## config.mk

```make
export PLATFORM = sky130hd
export DESIGN_NAME = contador_rst
export DESIGN_NICKNAME = d
export VERILOG_FILES = /design/src/rtl/contador_rst_pkg.sv /design/src/rtl/contador_rst.sv
export SDC_FILE = /design/constraint.sdc
export NUM_CORES = 1
export LEC_CHECK = 0
export CAP_MARGIN = 20
export CORE_AREA = 4 4 41 43
export DETAILED_ROUTE_END_ITERATION = 12
export DIE_AREA = 0 0 45 47
export PLACE_DENSITY = 0.39
export SLEW_MARGIN = 40
export SYNTH_ARGS = -nofsm -noshare
export SYNTH_HDL_FRONTEND = slang
export SYNTH_SLANG_ARGS = --single-unit
```

## constraint.sdc

```tcl
create_clock -name Clk -period 3.1 [get_ports Clk]
set_input_delay 0.62 -clock Clk [delete_from_list [all_inputs] [get_ports Clk]]
set_output_delay 0.62 -clock Clk [all_outputs]
set_load 0.1 [all_outputs]
```

## src/rtl/contador_rst_pkg.sv

```systemverilog
// Shared helpers for the modulo-N counter: parameter legality check used at
// elaboration time by contador_rst.
package contador_rst_pkg;

   // A modulus is legal when the count 0..N-1 fits in W bits and has at least two states.
   function automatic bit modulus_ok(input int n, input int w);
      return (n >= 2) && (longint'(n) <= (longint'(1) << w));
   endfunction

endpackage

```

## src/rtl/contador_rst.sv

```systemverilog
// Modulo-N up-counter with synchronous enable and asynchronous active-low reset.
// Counts SCL rising edges inside an I2C byte frame in the slave models.
module contador_rst
   import contador_rst_pkg::*;
#(
   parameter int N = 9,
   parameter int W = 4
) (
   input  logic         Clk,
   input  logic         Rst,
   input  logic         En,
   output logic [W-1:0] Out,
   output logic         Tc
);

   localparam logic [W-1:0] LAST = W'(N - 1);

   generate
      if (!modulus_ok(N, W)) begin : g_bad_modulus
         $error("contador_rst: N=%0d is not representable as a modulus in W=%0d bits", N, W);
      end
   endgenerate

   logic [W-1:0] count_next;

   // Anything not strictly below the terminal value (including X or an illegal
   // value >= N) falls into the else branch and reloads zero.
   always_comb begin
      count_next = '0;
      if (Out < LAST) begin
         count_next = Out + 1'b1;
      end
   end

   always_ff @(posedge Clk or negedge Rst) begin
      if (!Rst) begin
         Out <= '0;
      end else if (En) begin
         Out <= count_next;
      end
   end

   assign Tc = (Out == LAST);

endmodule

```

==> impl_metrics.prom, run 1 <==
# TYPE chip_impl_metric gauge
chip_impl_info{name="run_status",value="finished clean"} 1
chip_impl_metric{name="antennaDiodeCount",unit=""} 0
chip_impl_metric{name="layout_worst_path_cycle_share",unit=""} 0.632
chip_impl_metric{name="die_ar",unit="µm²"} 2120
chip_impl_metric{name="postRouteWirelength",unit="µm"} 449
chip_impl_metric{name="io_pins",unit=""} 8
chip_impl_metric{name="crit_fanout",unit=""} 4
chip_impl_metric{name="cts.htree.levels",unit=""} 1
chip_impl_metric{name="finalHoldViolCount",unit=""} 0
chip_impl_metric{name="via_count",unit=""} 180
chip_impl_metric{name="post-route-worst-setup-slack",unit="ns"} 1.14
chip_impl_metric{name="ant_nets",unit=""} 0
chip_impl_metric{name="rows",unit=""} 13
chip_impl_metric{name="clk_path_buf_depth",unit=""} 2
chip_impl_metric{name="max-slew-margin-rel",unit=""} 0.798
chip_impl_metric{name="cts_sinks",unit=""} 4
chip_impl_metric{name="tightestPinTransition",unit="ns"} 0.299
chip_impl_metric{name="portBuffers",unit=""} 7
chip_impl_metric{name="synthDominantCellAreaShare",unit=""} 0.462
chip_impl_info{name="rr_startpoint",value="Out[0]"} 1
chip_impl_metric{name="synthesis.yosys.warnings",unit=""} 0
chip_impl_metric{name="antenna_found_initial",unit=""} 0
chip_impl_metric{name="cts_setup_buffers",unit=""} 0
chip_impl_metric{name="critPathArrivalTime",unit="ns"} 1.34
chip_impl_metric{name="detailedRoute.firstIterationViolations",unit=""} 3
chip_impl_metric{name="fmaxAchievable",unit="MHz"} 510
chip_impl_info{name="rsz0062_at_grt",value="false"} 1
chip_impl_info{name="mostFrequentLayoutCells",value="sky130_fd_sc_hd__buf_4 (5), sky130_fd_sc_hd__dfrtp_1 (4), sky130_fd_sc_hd__clkbuf_4 (3)"} 1
chip_impl_metric{name="initial_core_util",unit=""} 0.166
chip_impl_metric{name="nets",unit=""} 37
chip_impl_metric{name="pin_count_of_the_biggest_net_entering_global_routing",unit=""} 8
chip_impl_metric{name="hpwl",unit="µm"} 363
chip_impl_info{name="critPathLaunch",value="Out[0]"} 1
chip_impl_info{name="critPathCaptureType",value="primary output"} 1
chip_impl_metric{name="drv_cap",unit=""} 0
chip_impl_info{name="timing_worst_setup_path_type",value="reg -> out"} 1
chip_impl_metric{name="holdWs",unit="ns"} 0.586
chip_impl_metric{name="total_setup_violations_reported_at_the_end_of_the_flow",unit=""} 0
chip_impl_metric{name="clk-insertion-delay-late",unit="ns"} 0.23
chip_impl_metric{name="largest_register_ff_count",unit=""} 4
chip_impl_metric{name="syn_inst",unit=""} 20
chip_impl_metric{name="drive_gt1_frac",unit=""} 0.300
chip_impl_metric{name="post_cts_hold_buffer_count",unit=""} 0
chip_impl_metric{name="seq_total_area_yosys",unit=""} 0.462
chip_impl_metric{name="clk_pin_slew_worst_paths",unit="ns"} 0.04
chip_impl_info{name="clockRootBuffer",value="sky130_fd_sc_hd__clkbuf_4"} 1
chip_impl_info{name="max_flop_register",value="Out"} 1
chip_impl_info{name="final_common_cell",value="sky130_fd_sc_hd__buf_4"} 1
chip_impl_metric{name="cts.repair.resized",unit=""} 0
chip_impl_info{name="min-delay-path-class",value="in -> async"} 1
chip_impl_metric{name="report.final.slew_viol_count",unit=""} 0
chip_impl_metric{name="global_route_wire_length_before_repair",unit="µm"} 710
chip_impl_info{name="tritoncts_clock_tree",value="yes"} 1
chip_impl_metric{name="core_area",unit="µm²"} 1300
chip_impl_metric{name="gpl.final_weighted_congestion",unit=""} 0.738
chip_impl_metric{name="die_y",unit="µm"} 47
chip_impl_info{name="crit_path_top_delay_cell",value="sky130_fd_sc_hd__dfrtp_1"} 1
chip_impl_metric{name="critical_path_required",unit="ns"} 2.48
chip_impl_metric{name="grt_use_total",unit=""} 0.0538
chip_impl_info{name="synth_top_cells_by_area",value="sky130_fd_sc_hd__dfrtp_1 (46%), sky130_fd_sc_hd__ha_1 (12%), sky130_fd_sc_hd__nand2b_1 (5.8%)"} 1
chip_impl_metric{name="horiz_die_dim",unit="µm"} 45
chip_impl_metric{name="tns",unit="ns"} 0
chip_impl_metric{name="slowest_delay",unit="ns"} 0.40
chip_impl_metric{name="flow.area_growth_from_synthesis",unit="%"} 45.7
chip_impl_metric{name="synth.avg_cell_area",unit="µm²"} 10.8
chip_impl_metric{name="tritoncts.num_buffers",unit=""} 3
chip_impl_metric{name="drt_first_pass_iters",unit=""} 3
chip_impl_metric{name="synth.distinct_cells",unit=""} 13
chip_impl_metric{name="post-route-util",unit=""} 0.242
chip_impl_metric{name="dp_slack",unit="ns"} 1.38
chip_impl_metric{name="viasPerCell",unit=""} 4.00
chip_impl_info{name="reg.largest.list",value="Out x4"} 1
chip_impl_info{name="setup.worst_path.start_class",value="flip-flop"} 1
chip_impl_info{name="synth.largest_area_cell",value="sky130_fd_sc_hd__dfrtp_1"} 1
chip_impl_metric{name="remaining_routing_drc_violations",unit=""} 0
chip_impl_metric{name="sum_of_overflow_across_all_layers_after_global_routing",unit=""} 0
chip_impl_metric{name="register_bit_total_from_synthesis",unit=""} 4
chip_impl_metric{name="synth_net_count",unit=""} 25
chip_impl_metric{name="num-fill-cells",unit=""} 148
chip_impl_metric{name="final_worst_path_period_need",unit="ns"} 1.96
chip_impl_metric{name="vias_in_the_first_global_route",unit=""} 169
chip_impl_metric{name="synthesis.area",unit="µm²"} 216
chip_impl_metric{name="detail_route.wl_per_cell",unit="µm"} 9.98
chip_impl_info{name="path_cells",value="inv_1, ha_1, and3b_2, buf_4"} 1
chip_impl_metric{name="final.setup_skew",unit="ns"} 0.00280
-- worst max-delay path, delay by kind of cell (launching register included) --
family / cells / cell delay [ns]
flip-flops: 1 / 0.40
adder cells (fa/ha/maj): 1 / 0.15
buffers and inverters: 2 / 0.39
AND/OR/NAND/NOR: 1 / 0.17
-- cell usage after synthesis --
master	n
sky130_fd_sc_hd__o21ai_0	2
sky130_fd_sc_hd__nand2b_1	2
sky130_fd_sc_hd__inv_1	2
sky130_fd_sc_hd__ha_1	2
sky130_fd_sc_hd__nand3b_1	1
sky130_fd_sc_hd__nand3_1	1
sky130_fd_sc_hd__dfrtp_1	4
sky130_fd_sc_hd__mux2i_1	1
sky130_fd_sc_hd__o311ai_1	1
sky130_fd_sc_hd__and3b_2	1
sky130_fd_sc_hd__or2b_1	1
sky130_fd_sc_hd__or3b_1	1
sky130_fd_sc_hd__nand2_1	1
-- stage by stage --
step | std cells | instance area, µm²
floorplan | 20 | 216
global placement | 42 | 293
detailed placement | 42 | 293
CTS | 45 | 315
global route | 45 | 315
finish | 45 | 315
-- cell families after synthesis --
group	after synthesis	synth area share
adder cells (fa/ha/maj)	2	0.116
AO/OA/AOI/OAI	3	0.0867
multiplexers	1	0.0462
flip-flops	4	0.462
AND/OR/NAND/NOR	8	0.254
buffers and inverters	2	0.0347
-- area by class of cell --
type | instances | area [µm²] | area share
multi-input cells | 14 | 109 | 0.345
clock buffers | 3 | 22.5 | 0.0714
inverters | 2 | 7.51 | 0.0238
well taps | 15 | 18.8 | 0.0595
flip-flops and latches | 4 | 100 | 0.317
repair buffers | 7 | 57.6 | 0.183
-- per-layer routing --
metal  track usage  vias to the layer above  routed length, µm
li1              -                       89                  -
met1        0.0595                       84                202
met2        0.0678                        5                206
met3        0.0230                        2                 22
met4        0.0702                        0                 17
met5             0                        -                  0
-- worst paths after layout --
| check | endpoint | slack (ns) | cells after the start |
|---|---|---|---|
| setup reg to reg | Out[2] | 1.89 | 3 |
| hold / removal | Out[3] | 0.59 | 1 |
| hold reg to reg | Out[3] | 0.60 | 2 |
| min in group Clk | Out[3] | 0.60 | 2 |
| max in group asynchronous | Out[2] | 2.35 | 1 |
| setup / recovery | Tc | 1.14 | 4 |
Power of run 1 is not shown: default switching activity piles up to over one toggle a cycle in this logic, so the estimate is an artifact.
==> run 2, diff against run 1 <==
clock period = 2 ns   (was 3.1 ns; I/O delays follow)
==> run 2 against run 1 <==
Hold slack lost 0.23 ns. Via count shrank 1.1%. Setup slack got worse by 0.78 ns. Routed wire length down 5.1%. Critical endpoint unchanged. Highest routed layer is now met3.
==> impl_metrics.prom, run 2 (synthesis results as in run 1) <==
# TYPE chip_impl_metric gauge
chip_impl_metric{name="drt_first_pass_iters",unit=""} 3
chip_impl_metric{name="clk_pin_slew_worst_paths",unit="ns"} 0.04
chip_impl_info{name="tritoncts_clock_tree",value="yes"} 1
chip_impl_metric{name="grt_util_met2",unit=""} 0.0819
chip_impl_metric{name="finalHoldViolCount",unit=""} 0
chip_impl_metric{name="initial_core_util",unit=""} 0.166
chip_impl_metric{name="max-slew-margin-rel",unit=""} 0.827
chip_impl_metric{name="detail_route.wl_per_cell",unit="µm"} 9.26
chip_impl_metric{name="cts_setup_buffers",unit=""} 0
chip_impl_metric{name="vias_in_the_first_global_route",unit=""} 207
chip_impl_info{name="rr_startpoint",value="Out[0]"} 1
chip_impl_info{name="run_status",value="finished clean"} 1
chip_impl_metric{name="grt_use_total",unit=""} 0.0603
chip_impl_metric{name="post_cts_hold_buffer_count",unit=""} 0
chip_impl_metric{name="tns",unit="ns"} 0
chip_impl_metric{name="core_area",unit="µm²"} 1300
chip_impl_info{name="critPathCaptureType",value="primary output"} 1
chip_impl_info{name="min-delay-path-class",value="in -> async"} 1
chip_impl_info{name="r2r_end",value="Out[2]"} 1
chip_impl_metric{name="groute.layer.met3.usage",unit=""} 0.0153
chip_impl_info{name="path_cells",value="inv_1, ha_1, and3b_2, buf_12"} 1
chip_impl_metric{name="sum_of_overflow_across_all_layers_after_global_routing",unit=""} 0
chip_impl_metric{name="die_y",unit="µm"} 47
chip_impl_metric{name="report.final.slew_viol_count",unit=""} 0
chip_impl_metric{name="portBuffers",unit=""} 7
chip_impl_metric{name="tightestPinTransition",unit="ns"} 0.256
chip_impl_metric{name="number_of_cells_on_the_worst_reg_to_reg_path",unit=""} 3
chip_impl_metric{name="remaining_routing_drc_violations",unit=""} 0
chip_impl_info{name="final_common_cell",value="sky130_fd_sc_hd__buf_4"} 1
chip_impl_metric{name="die_ar",unit="µm²"} 2120
chip_impl_metric{name="antennaDiodeCount",unit=""} 0
chip_impl_metric{name="critical_path_required",unit="ns"} 1.60
chip_impl_info{name="mostFrequentLayoutCells",value="sky130_fd_sc_hd__buf_4 (4), sky130_fd_sc_hd__dfrtp_2 (3), sky130_fd_sc_hd__clkbuf_4 (3)"} 1
chip_impl_metric{name="drv_cap",unit=""} 0
chip_impl_metric{name="crit_fanout",unit=""} 4
chip_impl_metric{name="clk_path_buf_depth",unit=""} 2
chip_impl_metric{name="cts.repair.resized",unit=""} 0
chip_impl_metric{name="global_route_wire_length_before_repair",unit="µm"} 821
chip_impl_metric{name="critPathArrivalTime",unit="ns"} 1.24
chip_impl_metric{name="pin_count_of_the_biggest_net_entering_global_routing",unit=""} 8
chip_impl_metric{name="fmaxAchievable",unit="MHz"} 610
chip_impl_metric{name="detailedRoute.firstIterationViolations",unit=""} 1
chip_impl_metric{name="ant_nets",unit=""} 0
chip_impl_metric{name="antenna_found_initial",unit=""} 0
chip_impl_metric{name="cts_sinks",unit=""} 4
chip_impl_metric{name="layout_worst_path_cycle_share",unit=""} 0.820
chip_impl_info{name="reg.largest.list",value="Out x4"} 1
chip_impl_info{name="max_flop_register",value="Out"} 1
chip_impl_metric{name="via_count",unit=""} 178
chip_impl_metric{name="nets",unit=""} 37
chip_impl_metric{name="postRouteWirelength",unit="µm"} 426
chip_impl_metric{name="final_worst_path_period_need",unit="ns"} 1.64
chip_impl_info{name="clockRootBuffer",value="sky130_fd_sc_hd__clkbuf_4"} 1
chip_impl_info{name="setup.worst_path.start_class",value="flip-flop"} 1
chip_impl_metric{name="final.setup_skew",unit="ns"} 0.00810
chip_impl_metric{name="largest_register_ff_count",unit=""} 4
chip_impl_metric{name="horiz_die_dim",unit="µm"} 45
chip_impl_info{name="timing_worst_setup_path_type",value="reg -> out"} 1
chip_impl_info{name="gr-max-usage-layer",value="met4"} 1
chip_impl_metric{name="slowest_delay",unit="ns"} 0.42
chip_impl_metric{name="clk-insertion-delay-late",unit="ns"} 0.24
chip_impl_metric{name="rows",unit=""} 13
chip_impl_metric{name="cts.htree.levels",unit=""} 1
chip_impl_metric{name="flow.area_growth_from_synthesis",unit="%"} 54.9
chip_impl_info{name="rsz0062_at_grt",value="false"} 1
chip_impl_metric{name="drive_gt1_frac",unit=""} 0.387
chip_impl_metric{name="total_setup_violations_reported_at_the_end_of_the_flow",unit=""} 0
chip_impl_metric{name="groute.layer.met1.usage",unit=""} 0.0644
chip_impl_metric{name="tritoncts.num_buffers",unit=""} 3
chip_impl_metric{name="r2r_slack",unit="ns"} 0.81
chip_impl_metric{name="io_pins",unit=""} 8
chip_impl_metric{name="gpl.final_weighted_congestion",unit=""} 0.670
chip_impl_info{name="crit_path_top_delay_cell",value="sky130_fd_sc_hd__dfrtp_2"} 1
chip_impl_metric{name="viasPerCell",unit=""} 3.87
[run 2: cell count changes in the layout (fill, tap and decap cells not counted), sizes merged]
cell    before  now
clkbuf       3    4
[run 2: final cells by class]
class	instances	area, µm²
clock buffers	4	26.3
flip-flops and latches	4	104
inverters	2	7.51
multi-input cells	14	109
well taps	15	18.8
repair buffers	7	70.1
fillers	149	966
[run 2: per-layer routing]
layer,share of wire,vias to the layer above,wire (µm)
met5,0,-,0
met4,0,0,0
met3,0.080,0,34
met2,0.42,6,178
met1,0.50,78,214
li1,-,94,-
[run 2: critical path, delay by kind of cell, from the launching register on]
kind                       cells  cell delay (ns)
DFF                            1             0.42
and+or+nand+nor                1             0.20
buffers and inverters          2             0.26
adders and majority gates      1             0.14
[run 2: through the flow]
stage	instance area, µm²	hold slack, ns	std cells	setup WS [ns]	utilization
2_1_floorplan	220	0.104	20	0.163	-
3_3_place_gp	309	0.579	42	0.586	0.238
3_5_place_dp	309	0.572	42	0.556	0.238
4_1_cts	335	0.349	46	0.340	0.258
5_1_grt	335	0.372	46	0.294	0.258
6_report	335	0.356	46	0.360	0.258
[run 2: worst max path at each step]
stage                       from  slack (ns)  depth (start not counted)      to
after detailed placement      En        0.56                          3  Out[2]
after floorplan           Out[2]        0.16                          1      Tc
after global routing      Out[0]        0.29                          4      Tc
after global placement        En        0.59                          3  Out[2]
after CTS                 Out[0]        0.34                          4      Tc
final                     Out[0]        0.36                          4      Tc
Power of run 2 is left out for the same reason.
==> run 3, diff against run 2 <==
clock period = 1.6 ns   (was 2 ns; I/O delays follow)
==> run 3 against run 2 <==
Die area unchanged. Core utilization increased by 6.3 points. Routed wire length increased by 18%. Count of clock-buffer cells in the layout decreased by 1. Setup slack got worse by 0.33 ns. Cell area increased by 25%. Critical path type unchanged. Cell count increased by 2.2%. Clock skew decreased by 0.0064 ns. Global-route usage increased by 0.39 points. Non-clock buffer count increased by 2. Hold slack got worse by 0.060 ns. Register-to-register slack got worse by 0.60 ns.
==> impl_metrics.prom, run 3 (synthesis results as in run 1) <==
# TYPE chip_impl_metric gauge
chip_impl_metric{name="holdWs",unit="ns"} 0.296
chip_impl_metric{name="drt_first_pass_iters",unit=""} 1
chip_impl_info{name="r2r_end",value="Out[2]"} 1
chip_impl_metric{name="total_setup_violations_reported_at_the_end_of_the_flow",unit=""} 0
chip_impl_metric{name="post_layout_nonfiller_instances",unit=""} 47
chip_impl_metric{name="tightestPinTransition",unit="ns"} 0.254
chip_impl_metric{name="core_area",unit="µm²"} 1300
chip_impl_info{name="tritoncts_clock_tree",value="yes"} 1
chip_impl_metric{name="postRouteWirelength",unit="µm"} 504
chip_impl_metric{name="crit_fanout",unit=""} 2
chip_impl_info{name="min-delay-path-class",value="in -> async"} 1
chip_impl_info{name="rr_startpoint",value="Out[0]"} 1
chip_impl_metric{name="number_of_cells_on_the_worst_reg_to_reg_path",unit=""} 4
chip_impl_metric{name="dp_slack",unit="ns"} 0.206
chip_impl_info{name="max_flop_register",value="Out"} 1
chip_impl_metric{name="post-route-worst-setup-slack",unit="ns"} 0.0345
chip_impl_metric{name="nets",unit=""} 39
chip_impl_metric{name="gpl.final_weighted_congestion",unit=""} 0.745
chip_impl_info{name="rsz0062_at_grt",value="true"} 1
chip_impl_metric{name="horiz_die_dim",unit="µm"} 45
chip_impl_metric{name="report.final.slew_viol_count",unit=""} 0
chip_impl_metric{name="critPathArrivalTime",unit="ns"} 1.25
chip_impl_metric{name="clk-insertion-delay-late",unit="ns"} 0.23
chip_impl_metric{name="max-slew-margin-rel",unit=""} 0.828
chip_impl_info{name="critPathCaptureType",value="primary output"} 1
chip_impl_metric{name="flow.area_growth_from_synthesis",unit="%"} 93.1
chip_impl_metric{name="grt_use_total",unit=""} 0.0642
chip_impl_metric{name="largest_register_ff_count",unit=""} 4
chip_impl_metric{name="r2r_slack",unit="ns"} 0.21
chip_impl_metric{name="post-route-util",unit=""} 0.321
chip_impl_metric{name="drv_cap",unit=""} 0
chip_impl_metric{name="cts.htree.levels",unit=""} 1
chip_impl_info{name="reg.largest.list",value="Out x4"} 1
chip_impl_info{name="clockRootBuffer",value="sky130_fd_sc_hd__clkbuf_4"} 1
chip_impl_info{name="run_status",value="finished clean"} 1
chip_impl_metric{name="finalHoldViolCount",unit=""} 0
chip_impl_metric{name="via_count",unit=""} 190
chip_impl_metric{name="vias_in_the_first_global_route",unit=""} 206
chip_impl_metric{name="initial_core_util",unit=""} 0.166
chip_impl_metric{name="placed_cells",unit=""} 42
chip_impl_metric{name="layout_worst_path_cycle_share",unit=""} 0.978
chip_impl_info{name="final_common_cell",value="sky130_fd_sc_hd__buf_12"} 1
chip_impl_metric{name="die_ar",unit="µm²"} 2120
chip_impl_metric{name="viasPerCell",unit=""} 4.04
chip_impl_metric{name="detailedRoute.firstIterationViolations",unit=""} 0
chip_impl_info{name="setup.worst_path.start_class",value="flip-flop"} 1
chip_impl_metric{name="rows",unit=""} 13
chip_impl_metric{name="global_route_wire_length_before_repair",unit="µm"} 883
chip_impl_metric{name="remaining_routing_drc_violations",unit=""} 0
chip_impl_info{name="timing_worst_setup_path_type",value="reg -> out"} 1
chip_impl_metric{name="clk_pin_slew_worst_paths",unit="ns"} 0.04
chip_impl_metric{name="hpwl",unit="µm"} 379
chip_impl_metric{name="tritoncts.num_buffers",unit=""} 3
chip_impl_metric{name="fmaxAchievable",unit="MHz"} 639
chip_impl_metric{name="detail_route.wl_per_cell",unit="µm"} 10.7
chip_impl_metric{name="clk_path_buf_depth",unit=""} 2
chip_impl_metric{name="antenna_found_initial",unit=""} 0
chip_impl_metric{name="final_worst_path_period_need",unit="ns"} 1.57
chip_impl_metric{name="pin_count_of_the_biggest_net_entering_global_routing",unit=""} 8
chip_impl_metric{name="die_y",unit="µm"} 47
chip_impl_metric{name="sum_of_overflow_across_all_layers_after_global_routing",unit=""} 0
chip_impl_metric{name="antennaDiodeCount",unit=""} 0
chip_impl_metric{name="ant_nets",unit=""} 0
chip_impl_metric{name="final.setup_skew",unit="ns"} 0.00166
chip_impl_metric{name="drive_gt1_frac",unit=""} 0.563
chip_impl_metric{name="portBuffers",unit=""} 7
chip_impl_metric{name="io_pins",unit=""} 8
chip_impl_metric{name="cts_sinks",unit=""} 4
chip_impl_metric{name="critical_path_required",unit="ns"} 1.28
chip_impl_info{name="mostFrequentLayoutCells",value="sky130_fd_sc_hd__buf_12 (5), sky130_fd_sc_hd__dfrtp_2 (3), sky130_fd_sc_hd__clkbuf_4 (3)"} 1
[run 3: layout make-up]
class,count,area (µm²)
tap,15,18.8
clock buffer,3,22.5
timing repair buffer,9,135
fill,147,883
sequential,4,108
multi-input combinational,14,124
inverter,2,10.0
[run 3: worst max path at each step]
| stage | from | end | slack (ns) | depth (start not counted) |
|---|---|---|---|---|
| 3_5_place_dp | Out[0] | Tc | 0.21 | 4 |
| 6_report | Out[0] | Tc | 0.03 | 4 |
| 4_1_cts | Out[0] | Tc | 0.01 | 4 |
| 2_1_floorplan | Out[1] | Tc | 0.007 | 3 |
| 3_3_place_gp | Out[0] | Tc | 0.21 | 4 |
| 5_1_grt | Out[0] | Tc | -0.03 | 4 |
[run 3: per-layer routing]
| metal | up-vias | part of all wire | GRT usage |
|---|---|---|---|
| met5 | - | 0 | 0 |
| met4 | 0 | 0 | 0.0175 |
| met3 | 0 | 0.10 | 0.0613 |
| met2 | 7 | 0.50 | 0.0960 |
| met1 | 89 | 0.39 | 0.0642 |
| li1 | 94 | - | - |
[run 3: repair_timing]
item	in CTS	in global routing
endpoints found under the setup margin	1	1
hold buffers	0	0
pin swaps	0	1
setup buffers	2	0
gates resized for setup	0	4
endpoints found under the hold margin	0	0
[run 3: critical path, stage by stage (launching register included)]
cell and delay (ns):
sky130_fd_sc_hd__dfrtp_4 0.48, sky130_fd_sc_hd__inv_4 0.07, sky130_fd_sc_hd__ha_4 0.11, sky130_fd_sc_hd__and3b_4 0.19, sky130_fd_sc_hd__buf_12 0.17
[run 3: metrics by stage]
stage | cell area [µm²] | setup TNS, ns
after CTS | 403 | 0
after global placement | 365 | 0
after global routing | 418 | -0.0259
after detailed placement | 365 | 0
final | 418 | 0
after floorplan | 226 | 0
Power of run 3 is left out for the same reason.
